`src/rtl/frac_clock_gen.sv`:
```
// Multi-channel fractional clock generator built from phase accumulators.
// Each channel adds its increment every enabled cycle; a carry gives one tick.
module frac_clock_gen_ch #(
    parameter int              ACC_BITS = 24,
    parameter logic [ACC_BITS-1:0] INC_RST  = '0
) (
    input  logic                clk_src,
    input  logic                reset_n,
    input  logic                en_i,
    input  logic                sync_i,
    input  logic                wr_en_i,
    input  logic [ACC_BITS-1:0] wr_inc_i,
    output logic                tick_o,
    output logic                clk_out_o,
    output logic                pending_o
);
    logic [ACC_BITS-1:0] acc_q, acc_d;
    logic [ACC_BITS-1:0] inc_q, inc_d;
    logic [ACC_BITS-1:0] shd_q, shd_d;
    logic                tick_q, tick_d;
    logic                clk_q, clk_d;
    logic                pend_q, pend_d;
    logic [ACC_BITS:0]   sum;
    logic                apply;

    always_comb begin
        sum    = {1'b0, acc_q} + {1'b0, inc_q};
        acc_d  = acc_q;
        inc_d  = inc_q;
        shd_d  = shd_q;
        tick_d = 1'b0;
        clk_d  = clk_q;
        pend_d = pend_q;
        apply  = 1'b0;
        // sync beats carry; a pending increment swaps in on carry, sync or idle
        if (sync_i) begin
            acc_d = '0;
            clk_d = 1'b0;
            apply = pend_q;
        end else if (en_i) begin
            acc_d  = sum[ACC_BITS-1:0];
            tick_d = sum[ACC_BITS];
            clk_d  = sum[ACC_BITS-1];
            apply  = pend_q && sum[ACC_BITS];
        end else begin
            apply = pend_q;
        end
        if (apply) begin
            inc_d  = shd_q;
            pend_d = 1'b0;
        end
        if (wr_en_i) begin
            shd_d  = wr_inc_i;
            pend_d = 1'b1;
        end
    end

    always_ff @(posedge clk_src) begin
        if (!reset_n) begin
            acc_q  <= '0;
            inc_q  <= INC_RST;
            shd_q  <= '0;
            tick_q <= 1'b0;
            clk_q  <= 1'b0;
            pend_q <= 1'b0;
        end else begin
            acc_q  <= acc_d;
            inc_q  <= inc_d;
            shd_q  <= shd_d;
            tick_q <= tick_d;
            clk_q  <= clk_d;
            pend_q <= pend_d;
        end
    end

    assign tick_o    = tick_q;
    assign clk_out_o = clk_q;
    assign pending_o = pend_q;
endmodule

module frac_clock_gen #(
    parameter int          CHANNELS    = 2,
    parameter int          ACC_BITS    = 24,
    parameter logic [31:0] INC_DEFAULT = 32'd1921744
) (
    input  logic                clk_src,
    input  logic                reset_n,
    input  logic [CHANNELS-1:0] en,
    input  logic [CHANNELS-1:0] sync,
    input  logic                wr_valid,
    input  logic [2:0]          wr_ch,
    input  logic [ACC_BITS-1:0] wr_inc,
    output logic                wr_ready,
    output logic [CHANNELS-1:0] tick,
    output logic [CHANNELS-1:0] clk_out,
    output logic [CHANNELS-1:0] pending
);
    localparam logic [ACC_BITS-1:0] HALF    = {1'b1, {(ACC_BITS-1){1'b0}}};
    localparam logic [ACC_BITS-1:0] INC_RST =
        (INC_DEFAULT > 32'(HALF)) ? HALF : INC_DEFAULT[ACC_BITS-1:0];

    logic [7:0]          pend_pad;
    logic [ACC_BITS-1:0] wr_clamp;
    logic                wr_accept;
    logic [CHANNELS-1:0] wr_sel;

    // Unused channel slots read as not-pending, so writes to them are always
    // accepted and then dropped because no channel decodes them.
    assign pend_pad  = 8'(pending);
    assign wr_ready  = ~pend_pad[wr_ch];
    assign wr_accept = wr_valid && wr_ready;
    assign wr_clamp  = (wr_inc > HALF) ? HALF : wr_inc;

    always_comb begin
        wr_sel = '0;
        for (int i = 0; i < CHANNELS; i++)
            wr_sel[i] = wr_accept && (int'(wr_ch) == i);
    end

    for (genvar c = 0; c < CHANNELS; c++) begin : g_ch
        frac_clock_gen_ch #(
            .ACC_BITS (ACC_BITS),
            .INC_RST  (INC_RST)
        ) u_ch (
            .clk_src   (clk_src),
            .reset_n   (reset_n),
            .en_i      (en[c]),
            .sync_i    (sync[c]),
            .wr_en_i   (wr_sel[c]),
            .wr_inc_i  (wr_clamp),
            .tick_o    (tick[c]),
            .clk_out_o (clk_out[c]),
            .pending_o (pending[c])
        );
    end
endmodule
```
`config.mk`:
```
export PLATFORM = sky130hd
export DESIGN_NAME = frac_clock_gen
export DESIGN_NICKNAME = d
export VERILOG_FILES = /design/src/rtl/frac_clock_gen.sv
export SDC_FILE = /design/constraint.sdc
export NUM_CORES = 1
export LEC_CHECK = 0
export CAP_MARGIN = 20
export CORE_UTILIZATION = 60
export CTS_BUF_LIST = sky130_fd_sc_hd__clkbuf_4
export DETAILED_ROUTE_END_ITERATION = 12
export PLACE_DENSITY = 0.78
export SETUP_SLACK_MARGIN = 0.1
export SLEW_MARGIN = 0
export SYNTH_ARGS = -nofsm -noshare
export SYNTH_HDL_FRONTEND = slang
export SYNTH_SLANG_ARGS = --single-unit
```
`constraint.sdc`:
```
create_clock -name clk_src -period 3.4 [get_ports clk_src]
set_clock_uncertainty 0.15 [all_clocks]
set_input_delay 1.02 -clock clk_src [delete_from_list [all_inputs] [get_ports clk_src]]
set_output_delay 1.02 -clock clk_src [all_outputs]
set_load 0.03 [all_outputs]
```
After elaboration in Yosys (flattened, before gate mapping)
Cells that the tools add are included.
Word-level totals
  register bits: 150
  bits in latches: 0
  memory bits (writable): 0
  bits in read-only memories: 0
  input bits: 34
  output and inout bits: 7
  memories: 0
Operators by class
  add/sub/neg operators: 2
  multipliers: 0
  div/mod/pow operators: 0
  magnitude comparators: 2
  eq/ne operators: 1
  shift operators: 0
  mux-type cells: 11
  bitwise logic cells: 4
  reduce and logical (&&, ||, !) cells: 12
Operator list (number)
  $add A24 B24 Y25: 2
  $gt A24 B24 Y1 const B: 1
  $mux W24: 1
  $mux W1: 9
  $reduce_or A3 Y1: 2
  $logic_and A1 B1 Y1: 5
  $lt A3 B4 Y1 const B: 1
  $not A1 Y1: 4
  $reduce_bool A2 Y1: 2
  $reduce_or A2 Y1: 2
  $bmux W1 S3: 1
  $eq A3 B2 Y1 const B: 1
  $logic_not A3 Y1: 1

Depth between registers and ports, before layout
  depth after elaboration: 6
  gate-level depth with buffers: 12

Cells and area by module
From an unflattened synthesis, not the netlist that was laid out.
Second synthesis, totals
  cells, all modules: 932
  area total of the unflattened synthesis: 8204.1 µm²
By module, submodules not included
  frac_clock_gen_ch (g_ch[1].u_ch): instances 1, cells an instance 456, area an instance 4098.9 µm², seq. area each 1481.4 µm²
  frac_clock_gen_ch (g_ch[0].u_ch): instances 1, cells an instance 444, area an instance 3907.5 µm², seq. area each 1481.4 µm²
  frac_clock_gen: instances 1, cells an instance 32, area an instance 197.7 µm², seq. area each 0.0 µm²

Least setup slack after synthesis
OpenSTA, ideal clock, no wires.
  kind: reg-to-reg
  start: reg g_ch[1].u_ch.inc_q[0]
  end: reg g_ch[1].u_ch.inc_q[12]
  setup time: 120 ps
  arrival: 2838 ps
  required time: 3130 ps
  setup slack: 292 ps
  cell stages (with the launch flop): 12
  buffers on the path: 1
  clock period less this slack: 3108 ps
  cell sequence: dfxtp_1 > ha_1 > fa_1 > a21oi_1 > a2bb2oi_1 > a21oi_1 > a211o_1 > a221o_1 > a2111oi_4 > a31oi_4 > buf_6 > mux2i_1
Between the ends
  word-level cells in the longest chain between the ends: 4
RTL lines
  start, declared: line 18  | logic [ACC_BITS-1:0] inc_q, inc_d;
  start signal, assigned: line 68  | inc_q <= inc_d;
  $add A24 B24 Y25: line 27  | sum = {1'b0, acc_q} + {1'b0, inc_q};
  $logic_and A1 B1 Y1: line 44  | apply = pend_q && sum[ACC_BITS];
  $mux W1: line 40  | end else if (en_i) begin
  $mux W1: line 36  | if (sync_i) begin
Every way passes these cells.
A chain may end at the register's enable or synchronous reset.

Final worst setup path
  start: reg g_ch[1].u_ch.inc_q[0]
  end: reg g_ch[1].u_ch.inc_q[16]
The elaborated chain is that of the path after synthesis.

==> results by group <==
Clocking
  – Clock root cell: clkbuf_4
  – # hold bufs at CTS: 0
  – Clock latency on the worst-skew pair: 550 ps
  – CTS H-tree depth: 4
  – Clk slew on worst S/H paths: around 120 ps
  – CTS tree: yes
  – # clock sinks: 148
  – CTS buffer count: 17
  – Maximum root-to-sink buffer count: 2

Setup path
  – CP Data Required Time: 3700 ps
  – Worst r2r dst: g_ch[1].u_ch.inc_q[16]
  – Worst reg-to-reg path cell count: 11
  – CP max FO: 6
  – Crit end category: flip-flop
  – Origin of the critical flop-to-flop path: g_ch[1].u_ch.inc_q[0]
  – R2R setup slack: 110 ps
  – CP Capture Point: g_ch[1].u_ch.inc_q[16]
  – CP Data Arrival Time: 3590 ps
  – Crit path from: g_ch[1].u_ch.inc_q[0]
  – Critical path class: flip-flop to flip-flop
  – Startpoint Class: flip-flop

Yosys
  – Most common library cells after synthesis: nand2_1, dfxtp_1, mux2i_1
  – Post-Synth XOR/XNOR Area: 0.0390
  – Mapped cell area: 0.00809 mm^2
  – Post-synth EDFFs: 0
  – Top cell type by total area after synthesis: dfxtp_1
  – Post-synthesis adder-cell area fraction: 0.0792
  – Seq/Total Area, Yosys: 0.366
  – Yosys warning count: 0
  – Multiplexer share of the synthesized area: 0.0844
  – Ys async rst share: 0
  – Most common cell in the synthesized netlist: nand2_1
  – Average size of a mapped cell: 8.37 um^2
  – #FFs+latches synth: 148
  – Main combinational cell family by area after synthesis: simple AND/OR/NAND/NOR gates
  – Top cells by area, synth: dfxtp_1, mux2i_1, ha_1
  – Synth Flop Type: dfxtp_1
  – Post-Synth Simple-Gate Area: 0.213
  – Netlist cell types: 54
  – Synth Instances: 967
  – Compound-cell area share of the yosys netlist: 0.178
  – Yosys top cell area share: 0.366
  – Post-Syn Nets: 1051

Detailed routing
  – DR pass1 iterations: 7
  – Post-route ant nets: 0
  – DR iter-0 viols: about 560
  – Vias: 6800
  – DR WL/cell: between 15 and 20 um
  – DRC: 0
  – Via density: around 5.7
  – DRT Wirelength: 18100 um

Layout
  – Design area: 0.00903 mm^2
  – Area grow syn2layout: 11.6%
  – Fin util: 0.685
  – Final nets: about 1100
  – Layout cells sized above 1: 0.0795
  – Filler cells: 1059

Job
  – Number of max-cap violations: 0

Global routing
  – First-pass GRT wire length: 29500 um
  – Gr usage total: 0.260
  – Largest net degree at the start of global routing: 74
  – Initial antenna violation count: 1
  – Aggregate global routing overflow: 0
  – Vias in the first global route: about 6200

Floorplanning
  – # rows: 42
  – Core area: between 0.01 and 0.015 mm^2
  – # IOs: 41
  – Die area: roughly 0.014 mm^2
  – Starting Density: 0.614
  – Die Y: between 100 and 150 um
  – Die W: 118 um

Power and ir drop
  – Power per cell area: ~350 mW/mm^2
  – LEAKAGE: roughly 3.5 nW
  – Final Power: around 3.1 mW
  – Worst IR Drop VDD: roughly 0.00028 V

Placement
  – Post-Place Worst Slack: roughly 67 ps
  – GPL Wtd Cong: 0.935
  – Number of port buffers: 40
  – Hpwl dp: 12500 um
  – Placed cell areas: 0.00866 mm^2

Timing
  – Setup TNS: 0 ps
  – Least-Margin Pin Slew: between 800 and 900 ps
  – Pins over their slew limit: 0
  – Final Setup Violations: 0
  – Min Clock Period, post-route: 3290 ps
  – RSZ-0062 raised after global routing: yes
  – Final Hold Fails: 0
  – FMAX: 0.304 GHz
  – Slew HR: 0.432
  – Setup WS post-layout: between 100 and 150 ps
  – Final period util: 0.969

Min path
  – HP Class: flip-flop to flip-flop

Status
  – Outcome: completed
## registers in the layout (all words and copies together), names as in the netlist
register             flops
g_ch.u_ch.pending_o      2
g_ch.u_ch.shd_q         48
g_ch.u_ch.clk_out_o      2
g_ch.u_ch.acc_q         46
g_ch.u_ch.inc_q         48
g_ch.u_ch.tick_o         2
## critical path: stages (launching register included)
cell and delay (ps):
dfxtp_2 360, ha_4 170, fa_2 380, a21oi_4 190
a2bb2oi_2 200, a21oi_2 100, a211o_1 280, a221o_1 370
a2111oi_4 400, a31oi_4 230, clkbuf_16 250, mux2i_1 120
## routing by layer
layer,GRT usage,wire length (um)
met1,0.362,9160
met2,0.404,7870
met3,0.0507,705
met4,0.0865,332
met5,0,0
## repair_timing
item	4_1_cts	5_1_grt
gates cloned	0	4
endpoints found under the setup margin	24	51
resized for setup	2	8
setup buffers	1	2
pin swaps	1	5
## layout make-up
| class | count | area, um^2 | area share |
|---|---|---|---|
| inverters | 15 | 56.3 | 0.00623 |
| diodes | 1 | 2.50 | 0.000277 |
| clock buffers | 18 | 135 | 0.0150 |
| flip-flops and latches | 148 | 2970 | 0.328 |
| multi-input cells | 744 | 4880 | 0.541 |
| repair buffers | 69 | 677 | 0.0749 |
| well taps | 176 | 220 | 0.0244 |
| clock inverters | 12 | 92.6 | 0.0102 |
## kinds of logic after synthesis
logic type,Yosys count
fa+ha+maj,50
flops,148
compound gates,215
xor+xnor,36
simple gates,374
buf+inv,76
mux,68
## through the flow
stage / hold WS [ps] / instances
4_1_cts: 313 / 1176
6_report: 315 / 1183
5_1_grt: 336 / 1183
2_1_floorplan: 279 / 967
3_3_place_gp: 299 / 1145
3_5_place_dp: 303 / 1145
## power breakdown
part | leakage [nW] | internal [mW] | total, mW | switching [mW]
Combinational | 2.18 | 0.175 | 0.397 | 0.222
Clock | 0.130 | 0.350 | 0.969 | 0.619
Sequential | 1.20 | 1.76 | 1.78 | 0.0187
Total | 3.51 | 2.29 | 3.15 | 0.859
## worst min-delay path by stage
stage                                start                     end  slack (ps)  cells after the start
floorplan           g_ch[1].u_ch.acc_q[21]  g_ch[1].u_ch.acc_q[21]         280                      2
global route         g_ch[1].u_ch.shd_q[0]   g_ch[1].u_ch.inc_q[0]         340                      2
finish              g_ch[1].u_ch.shd_q[15]  g_ch[1].u_ch.inc_q[15]         320                      2
detailed placement  g_ch[1].u_ch.shd_q[15]  g_ch[1].u_ch.inc_q[15]         300                      2
global placement    g_ch[1].u_ch.shd_q[21]  g_ch[1].u_ch.inc_q[21]         300                      2
CTS                 g_ch[1].u_ch.shd_q[15]  g_ch[1].u_ch.inc_q[15]         310                      2
## cells in the final DEF, fill, tap and decap left out, types with 3 or more instances in the layout
cell,synthesis,routed
or3_1,4,4
a31oi_1,8,8
buf_4,6,26
nand3b_1,4,4
nor3_1,18,17
clkdlybuf4s50_1,0,38
nor2_1,63,63
xnor2_1,26,26
clkinv_2,0,7
nand3_1,59,59
xor2_1,10,10
o21a_1,3,3
o211ai_1,7,7
a21boi_0,53,52
nor2b_1,36,36
nand2b_1,3,3
nor4_1,7,7
nand4_1,11,11
a21oi_1,45,43
o21ai_0,43,42
nand2_1,154,154
and3_1,7,7
o21bai_1,5,5
ha_1,48,47
inv_1,15,15
mux2i_1,66,66
clkbuf_4,0,18
dfxtp_1,148,146
a211oi_1,8,8
a21o_1,23,23
(Power assumes the default switching activity.)
